`src/rtl/fetch_ctrl.sv`:
```
// -----------------------------------------------------------------------------
// fetch_ctrl
//
// Fetch sequencer between the core's PC/redirect logic and the I-cache.
// Owns the fetch PC, issues sequential word fetches, tracks in-flight
// requests, drops responses that belong to the pre-redirect stream, and
// buffers returned instructions (with their PCs) for decode.
//
// Parameters
//   RESET_PC         fetch PC after reset (word aligned)
//   MAX_OUTSTANDING  accepted-but-unanswered I-cache requests (1..4)
//   IBUF_DEPTH       instruction buffer entries (>= MAX_OUTSTANDING)
//
// Ports
//   clk_i, rst_ni                    clock, async active-low reset
//   redir_i, redir_pc_i              redirect pulse and target
//   ic_req_valid_o/ready_i/addr_o    I-cache request handshake
//   ic_rsp_valid_i, ic_rsp_data_i    in-order I-cache responses
//   inst_valid_o/ready_i             decode handshake on the buffer head
//   inst_o, inst_pc_o                head instruction and its PC (0 if empty)
// -----------------------------------------------------------------------------
module fetch_ctrl #(
    parameter logic [31:0] RESET_PC        = 32'h0000_0000,
    parameter int          MAX_OUTSTANDING = 2,
    parameter int          IBUF_DEPTH      = 2
) (
    input  logic        clk_i,
    input  logic        rst_ni,
    input  logic        redir_i,
    input  logic [31:0] redir_pc_i,
    output logic        ic_req_valid_o,
    input  logic        ic_req_ready_i,
    output logic [31:0] ic_req_addr_o,
    input  logic        ic_rsp_valid_i,
    input  logic [31:0] ic_rsp_data_i,
    output logic        inst_valid_o,
    input  logic        inst_ready_i,
    output logic [31:0] inst_o,
    output logic [31:0] inst_pc_o
);

    localparam int CW = $clog2(MAX_OUTSTANDING + 1);
    localparam int BW = $clog2(IBUF_DEPTH + 1);
    localparam int PW = (IBUF_DEPTH > 1) ? $clog2(IBUF_DEPTH) : 1;

    typedef enum logic [1:0] {
        BOOT,
        RUN,
        DRAIN
    } state_e;

    typedef struct packed {
        logic [31:0] pc;
        logic [31:0] inst;
    } ibuf_entry_t;

    state_e         state_q,  state_d;
    logic [31:0]    pc_q,     pc_d;
    logic [31:0]    rsp_pc_q, rsp_pc_d;   // PC of the next response to keep
    logic [CW-1:0]  outs_q,   outs_d;     // accepted, not yet answered
    logic [CW-1:0]  disc_q,   disc_d;     // stale responses still to drop
    logic [PW-1:0]  head_q,   head_d;
    logic [PW-1:0]  tail_q,   tail_d;
    logic [BW-1:0]  cnt_q,    cnt_d;
    ibuf_entry_t    mem_q [IBUF_DEPTH];

    logic        buf_empty;
    logic        req_fire;
    logic        rsp_drop;
    logic        push;
    logic        pop;
    logic [31:0] redir_tgt;

    function automatic logic [PW-1:0] ptr_inc(input logic [PW-1:0] p);
        if (p == PW'(IBUF_DEPTH - 1)) return '0;
        return p + PW'(1);
    endfunction

    assign buf_empty = (cnt_q == '0);
    assign redir_tgt = redir_pc_i & 32'hFFFF_FFFC;

    // Space is reserved for every in-flight request, so a kept response can
    // never find the buffer full.
    assign ic_req_valid_o = (state_q == RUN) && !redir_i
                         && (int'(outs_q) + int'(cnt_q) < IBUF_DEPTH)
                         && (int'(outs_q) < MAX_OUTSTANDING);
    assign ic_req_addr_o  = pc_q;

    assign req_fire = ic_req_valid_o && ic_req_ready_i;
    assign rsp_drop = ic_rsp_valid_i && (disc_q != '0);
    // A redirect flushes the buffer, so same-cycle push/pop are suppressed.
    assign push     = ic_rsp_valid_i && (disc_q == '0) && !redir_i;
    assign pop      = inst_valid_o && inst_ready_i && !redir_i;

    assign inst_valid_o = !buf_empty;
    assign inst_o       = buf_empty ? '0 : mem_q[head_q].inst;
    assign inst_pc_o    = buf_empty ? '0 : mem_q[head_q].pc;

    always_comb begin
        // NOTE: every signal gets a default before any branch; otherwise a
        // path that skips an assignment infers a latch.
        state_d  = state_q;
        pc_d     = pc_q;
        rsp_pc_d = rsp_pc_q;
        outs_d   = outs_q;
        disc_d   = disc_q;
        head_d   = head_q;
        tail_d   = tail_q;
        cnt_d    = cnt_q;

        if (redir_i) begin
            // No request is issued in a redirect cycle, and any response
            // arriving now belongs to the old stream.
            pc_d     = redir_tgt;
            rsp_pc_d = redir_tgt;
            head_d   = '0;
            tail_d   = '0;
            cnt_d    = '0;
            outs_d   = outs_q - CW'(ic_rsp_valid_i);
            disc_d   = outs_d;
            state_d  = (disc_d != '0) ? DRAIN : RUN;
        end else begin
            if (req_fire) pc_d = pc_q + 32'd4;
            outs_d = outs_q + CW'(req_fire) - CW'(ic_rsp_valid_i);
            if (rsp_drop) disc_d = disc_q - CW'(1);
            if (push) begin
                tail_d   = ptr_inc(tail_q);
                rsp_pc_d = rsp_pc_q + 32'd4;
            end
            if (pop) head_d = ptr_inc(head_q);
            cnt_d = cnt_q + BW'(push) - BW'(pop);

            case (state_q)
                BOOT:    state_d = RUN;
                DRAIN:   if (disc_d == '0) state_d = RUN;
                default: state_d = state_q;
            endcase
        end
    end

    always_ff @(posedge clk_i or negedge rst_ni) begin
        // NOTE: state registers use non-blocking assignments so every flop
        // samples the pre-edge values regardless of statement order.
        if (!rst_ni) begin
            state_q  <= BOOT;
            pc_q     <= RESET_PC;
            rsp_pc_q <= RESET_PC;
            outs_q   <= '0;
            disc_q   <= '0;
            head_q   <= '0;
            tail_q   <= '0;
            cnt_q    <= '0;
        end else begin
            state_q  <= state_d;
            pc_q     <= pc_d;
            rsp_pc_q <= rsp_pc_d;
            outs_q   <= outs_d;
            disc_q   <= disc_d;
            head_q   <= head_d;
            tail_q   <= tail_d;
            cnt_q    <= cnt_d;
        end
    end

    // NOTE: the buffer storage has no reset; cnt_q gates every read, so the
    // contents of empty slots never reach the outputs.
    always_ff @(posedge clk_i) begin
        if (push) mem_q[tail_q] <= '{pc: rsp_pc_q, inst: ic_rsp_data_i};
    end

endmodule
```
`config.mk`:
```
export PLATFORM = sky130hd
export DESIGN_NAME = fetch_ctrl
export DESIGN_NICKNAME = d
export VERILOG_FILES = /design/src/rtl/fetch_ctrl.sv
export SDC_FILE = /design/constraint.sdc
export NUM_CORES = 1
export LEC_CHECK = 0
export CORE_MARGIN = 2
export CORE_UTILIZATION = 30
export DETAILED_ROUTE_END_ITERATION = 12
export GPL_TIMING_DRIVEN = 0
export PLACE_DENSITY = 0.52
export SYNTH_ARGS = -nofsm -noshare
export SYNTH_HDL_FRONTEND = slang
export SYNTH_SLANG_ARGS = --single-unit
```
`constraint.sdc`:
```
create_clock -name clk_i -period 3.5 [get_ports clk_i]
set_input_delay 0.525 -clock clk_i [delete_from_list [all_inputs] [get_ports clk_i]]
set_output_delay 0.525 -clock clk_i [all_outputs]
set_load 0.01 [all_outputs]
```
## Yosys cells after proc, flatten, opt, wreduce, memory -nomap -nowiden

Memory sizes are Yosys's and may differ from the RTL's.
Index checks and enable logic that the tools add are counted.

- Input port bits: 70
- Memories: 1
- Register bits after elaboration: 74
- Logic and storage cells: 78
- Output and inout port bits: 98
- Memory bits (writable): 128

- Order comparisons: 2
- Reductions and logical operators: 22
- Multiplexer cells: 31
- Eq/ne operators: 3
- Add/sub/neg operators: 11

Memory list:

| memory | words | bits a word | read ports | clocked after Yosys merged registers in | wr ports | line | source |
|---|---|---|---|---|---|---|---|
| mem_q | 2 | 64 | 1 | 0 | 1 | 65 | `ibuf_entry_t mem_q [IBUF_DEPTH];` |

Operator list:

| kind | number |
|---|---|
| two-way mux 32 bit | 6 |
| adder 32 x 3 -> 32 bit (second input constant) | 2 |
| two-way mux 1 bit | 16 |
| two-way mux 2 bit | 8 |
| nonzero test 2 bit | 5 |
| logical AND 1 bit | 9 |
| logical NOT 2 bit | 4 |
| subtractor 2 x 1 -> 2 bit | 3 |
| adder 2 x 1 -> 2 bit | 2 |
| one-hot mux 2 bit (2 select lines) | 1 |
| adder 2 x 2 -> 3 bit | 1 |
| < comparator 3 x 2 -> 1 bit (second input constant) | 1 |
| != test 3 bit (second input constant) | 1 |
| nonzero test 3 bit | 1 |
| adder 1 bit (second input constant) | 2 |
| == test 2 x 1 -> 1 bit (second input constant) | 1 |
| == test 2 bit (second input constant) | 1 |
| logical NOT 1 bit | 2 |
| < comparator 2 bit (second input constant) | 1 |
| AND reduction 2 bit | 1 |
| subtractor 2 x 1 -> 2 bit (second input constant) | 1 |

## Longest topological paths before layout

- Depth in word-level cells: 9
- Mapped depth: 13
- Depth with buffers taken out: 11

## Worst setup path before layout

No wires, ideal clock.

- Path kind: input -> register
- Start: input redir_i
- End: memory mem_q[0][0] (netlist bit), enable pin
- Setup time: 0.482 ns
- Required time: 3.018 ns
- Arrival time: 3.826 ns
- Stages: 5
- Path buffers: 2
- Path slack: -0.808 ns
- Cells stage by stage: clkbuf_8 clkinv_1 clkbuf_1 nand3_1 nor2_1

- Word-level cells in the longest chain between the ends: 4

Ends and longest elaborated chain:

| element | line | source |
|---|---|---|
| from (decl) | 29 | `input logic redir_i,` |
| logical NOT 1 bit | 92 | `assign push = ic_rsp_valid_i && (disc_q == '0) && !redir_i;` |
| logical AND 1 bit | 92 |  |
| two-way mux 1 bit | 168 | `if (push) mem_q[tail_q] <= '{pc: rsp_pc_q, inst: ic_rsp_data_i};` |
| two-way mux 1 bit (implied by the code) | 168 |  |
| to (decl) | 65 |  |

No other way between the ends.

## Worst setup path after layout

- Start: register outs_q[0]
- End: register outs_q[1]

- Word-level cells in the longest chain between the ends: 8
- Elaborated cells between the ends (all ways): 10
- Those cells by class: add/sub (4); order compare (2); mux (1); reduce/logical (3)

Ends and longest elaborated chain:

| element | line | source |
|---|---|---|
| from (decl) | 60 | `logic [CW-1:0] outs_q, outs_d;` |
| from (signal assigned) | 157 | `outs_q <= outs_d;` |
| adder 2 x 2 -> 3 bit | 85 | `&& (int'(outs_q) + int'(cnt_q) < IBUF_DEPTH)` |
| < comparator 3 x 2 -> 1 bit | 85 |  |
| logical AND 1 bit | 85 |  |
| logical AND 1 bit | 86 | `&& (int'(outs_q) < MAX_OUTSTANDING);` |
| logical AND 1 bit | 89 | `assign req_fire = ic_req_valid_o && ic_req_ready_i;` |
| adder 2 x 1 -> 2 bit | 124 | `outs_d = outs_q + CW'(req_fire) - CW'(ic_rsp_valid_i);` |
| subtractor 2 x 1 -> 2 bit | 124 |  |
| two-way mux 2 bit (*) | 111 | `if (redir_i) begin` |
| via outs_d[1] | 60 |  |

Mark *: on every way through the listed nets, which the timed path passes. The rest lies on a longest branch.
A chain may end at the register's enable or synchronous reset.

==> out/results.tsv <==
metric	value	unit
outcome	completed	
place_area	0.0108	mm^2
max_slew_margin	43.8	%
core_area	0.0279	mm^2
p_seq_share	46.0	%
clock_latency	0.43	ns
yosysSeqAreaShare	63.8	%
cpLargestDelayFamily	simple AND/OR/NAND/NOR gates	
worstSetupStartpointType	flop	
crit_end	outs_q[1]	
synth_flop_cell	edfxtp_1	
clkPwrFrac	28.3	%
cp_slowest_cell	or4_4	
hp-class	primary input to flop	
cap_violations	0	
layout_common_cells	clkdlybuf4s50_1 (159), edfxtp_1 (124), nor2_1 (84)	
r2r-end	outs_q[1]	
post_synth_instance_area	0.00858	mm^2
clk_transition_reported_paths	0.08	ns
fmax	300	MHz
finalPower	6.26	mW
grt_max_degree	49	
finalSetupViolations	0	
syn_area_per_cell	12.3	um^2
vdd_drop_max	0.000310	V
syn_to_final_growth	32.1	%
worstSetupPathType	flop to flop	
via_per_inst	4.80	
async_reset_ff_share	36.1	%
port_buffers	160	
ff2ff_path_depth	13	
setup_ws	0.165	ns
fin_crit_sh	95.3	%
finish.instance_area	0.0113	mm^2
path_buf_inv	4	
cts.htree.levels	4	
cts_tree	done	
p_leak	3.86	nW
hold_viol_final	0	
min_period	3.33	ns
start_util	30.7	%
antenna_left	0	
synth_seq_cells	194	
crit_arrival	3.65	ns
grtUsageTotal	15.3	%
power.switching	1.87	mW
p_per_area	552	mW/mm^2
comb_power_share	25.7	%
reg2reg_from	outs_q[0]	
n_antenna_cell	0	
root_buffer	clkbuf_16	
drc	0	
rsz0062_at_grt	yes	
layout-drive-gt1-share	6.67	%
place_congestion	0.840	
cts_sinks	194	
internal_power	4.38	mW
r2r_slack	0.17	ns
finClkSkew	0.0144	ns
cp_max_fo	10	
place_inst	1244	
routed_wl	22.8	mm
clock_path_buffers	2	
antenna_found_initial	0	
switching_share	29.9	%
end_kind	flop	
dr.pass1.iters	5	
yosysWarnings	0	
tightestPinTransition	0.835	ns
crit_chain	and2_1 > fa_1 > or4_4 > nor2_1 > buf_4 > inv_1 > buf_2 > ha_1 > inv_1 > ha_1 > xnor2_1 > o21ai_1 > xor2_1	
num-nets-final	965	
finalMaxSlewViolations	0	
cts_setup_buffers	0	
die-area	0.0300	mm^2
worst-path-stages	13	
cp_data_required_time	3.81	ns
die_h	173	um
dp_slack	0.0760	ns
syn_inst	698	
numCtsBuffers	17	
io_pins	168	
cpPeakStageDelay	0.57	ns
grt_pass1_wl	35.1	mm
wire_per_inst	17.8	um
num_vias	6124	
crit_start	outs_q[0]	
layout_commonest_cell	clkdlybuf4s50_1	
grt-ovfl-total	0	
std_cell_rows	61	
grt_pass1_vias	5999	
die_w	173	um
hpwlAfterDp	16.4	mm
dr.first_iter.drc_count	430	
ys_types	48	
synth_enable_flop_cells	124	
final_cells	1277	
layer usage:
layer / vias up / GRT usage, % / share of wire [%]
met5: - / 0 / 0
met4: 0 / 4.13 / 1.3
met3: 23 / 3.28 / 5.9
met2: 222 / 23.2 / 45
met1: 2937 / 22.1 / 48
li1: 2942 / - / -
logic make-up after synthesis:
group | after synthesis | synth area share, %
AND/OR/NAND/NOR | 256 | 14.3
AO/OA/AOI/OAI | 89 | 6.61
XOR/XNOR | 35 | 3.57
flip-flops | 194 | 63.8
multiplexers | 66 | 7.75
other | 1 | 0.0437
buffers and inverters | 48 | 2.45
adder cells (fa/ha/maj) | 9 | 1.40
synth_stat cells (all sizes together) (5+ instances only):
cell	number	area share, %
nor2	87	3.8
nand2	62	2.7
nor3	10	0.58
nand3	36	2.1
o21ai	43	2.5
nand4	21	1.6
o211ai	17	1.5
mux2i	63	7.4
ha	8	1.2
xor2	22	2.2
or3	6	0.44
inv	13	0.57
a31oi	5	0.36
xnor2	13	1.3
and3	9	0.66
edfxtp	124	43
dfrtp	70	20
buf	10	0.67
clkbuf	24	1.2
o311ai	15	1.5
nor4	7	0.83
sequential cells by signal, summed over array words and instances, names as in the netlist:
register       cells
head_q             1
tail_q             1
mem_q            124
outs_q             2
rsp_pc_q          30
state_q            2
cnt_q              2
ic_req_addr_o     30
disc_q             2
power by group through the flow:
stage	clock [mW]	sequential [mW]	combinational (mW)
floorplan	0	2.89	0.817
global placement	0	2.94	1.59
detailed placement	0	2.92	1.63
CTS	1.83	2.87	1.64
global route	1.92	2.91	1.77
finish	1.77	2.88	1.61
worst min path at each step:
stage | to | cells past startpoint | startpoint
finish | ic_req_addr_o[30] | 3 | redir_i
CTS | ic_req_addr_o[30] | 3 | redir_i
global placement | mem_q[0][58] | 0 | rsp_pc_q[26]
global route | ic_req_addr_o[30] | 3 | redir_i
detailed placement | ic_req_addr_o[30] | 1 | rst_ni
floorplan | cnt_q[0] | 0 | rst_ni
tightest hold or removal path, stage by stage:
cell,delay (ns)
clkbuf_8,0.15
a22o_1,0.14
or3b_2,0.10
final cells by class:
type	count	area (um^2)
Clock inverter	11	80.1
Sequential cell	194	5480
Fill cell	2730	16600
Clock buffer	21	440
Timing Repair Buffer	166	1720
Multi-Input combinational cell	459	2920
Inverter	14	52.6
Buffer	34	164
Tap cell	378	473
metrics by stage:
| step | hold WS [ns] | TNS, ns | utilization (%) |
|---|---|---|---|
| final | 0.525 | 0 | 40.5 |
| after global routing | 0.509 | -0.0540 | 40.5 |
| after CTS | 0.503 | 0 | 40.5 |
| after detailed placement | 0.460 | 0 | 38.6 |
| after global placement | 0.495 | -453.08 | 38.2 |
| after floorplan | 0.229 | -100.24 | - |
repair_timing:
item                                    in CTS  in global routing
endpoints found under the setup margin       0                 25
endpoints found under the hold margin       21                  0
hold buffers                                 1                  0
gates resized for setup                      0                  9
Power figures use the tool's default switching activity.
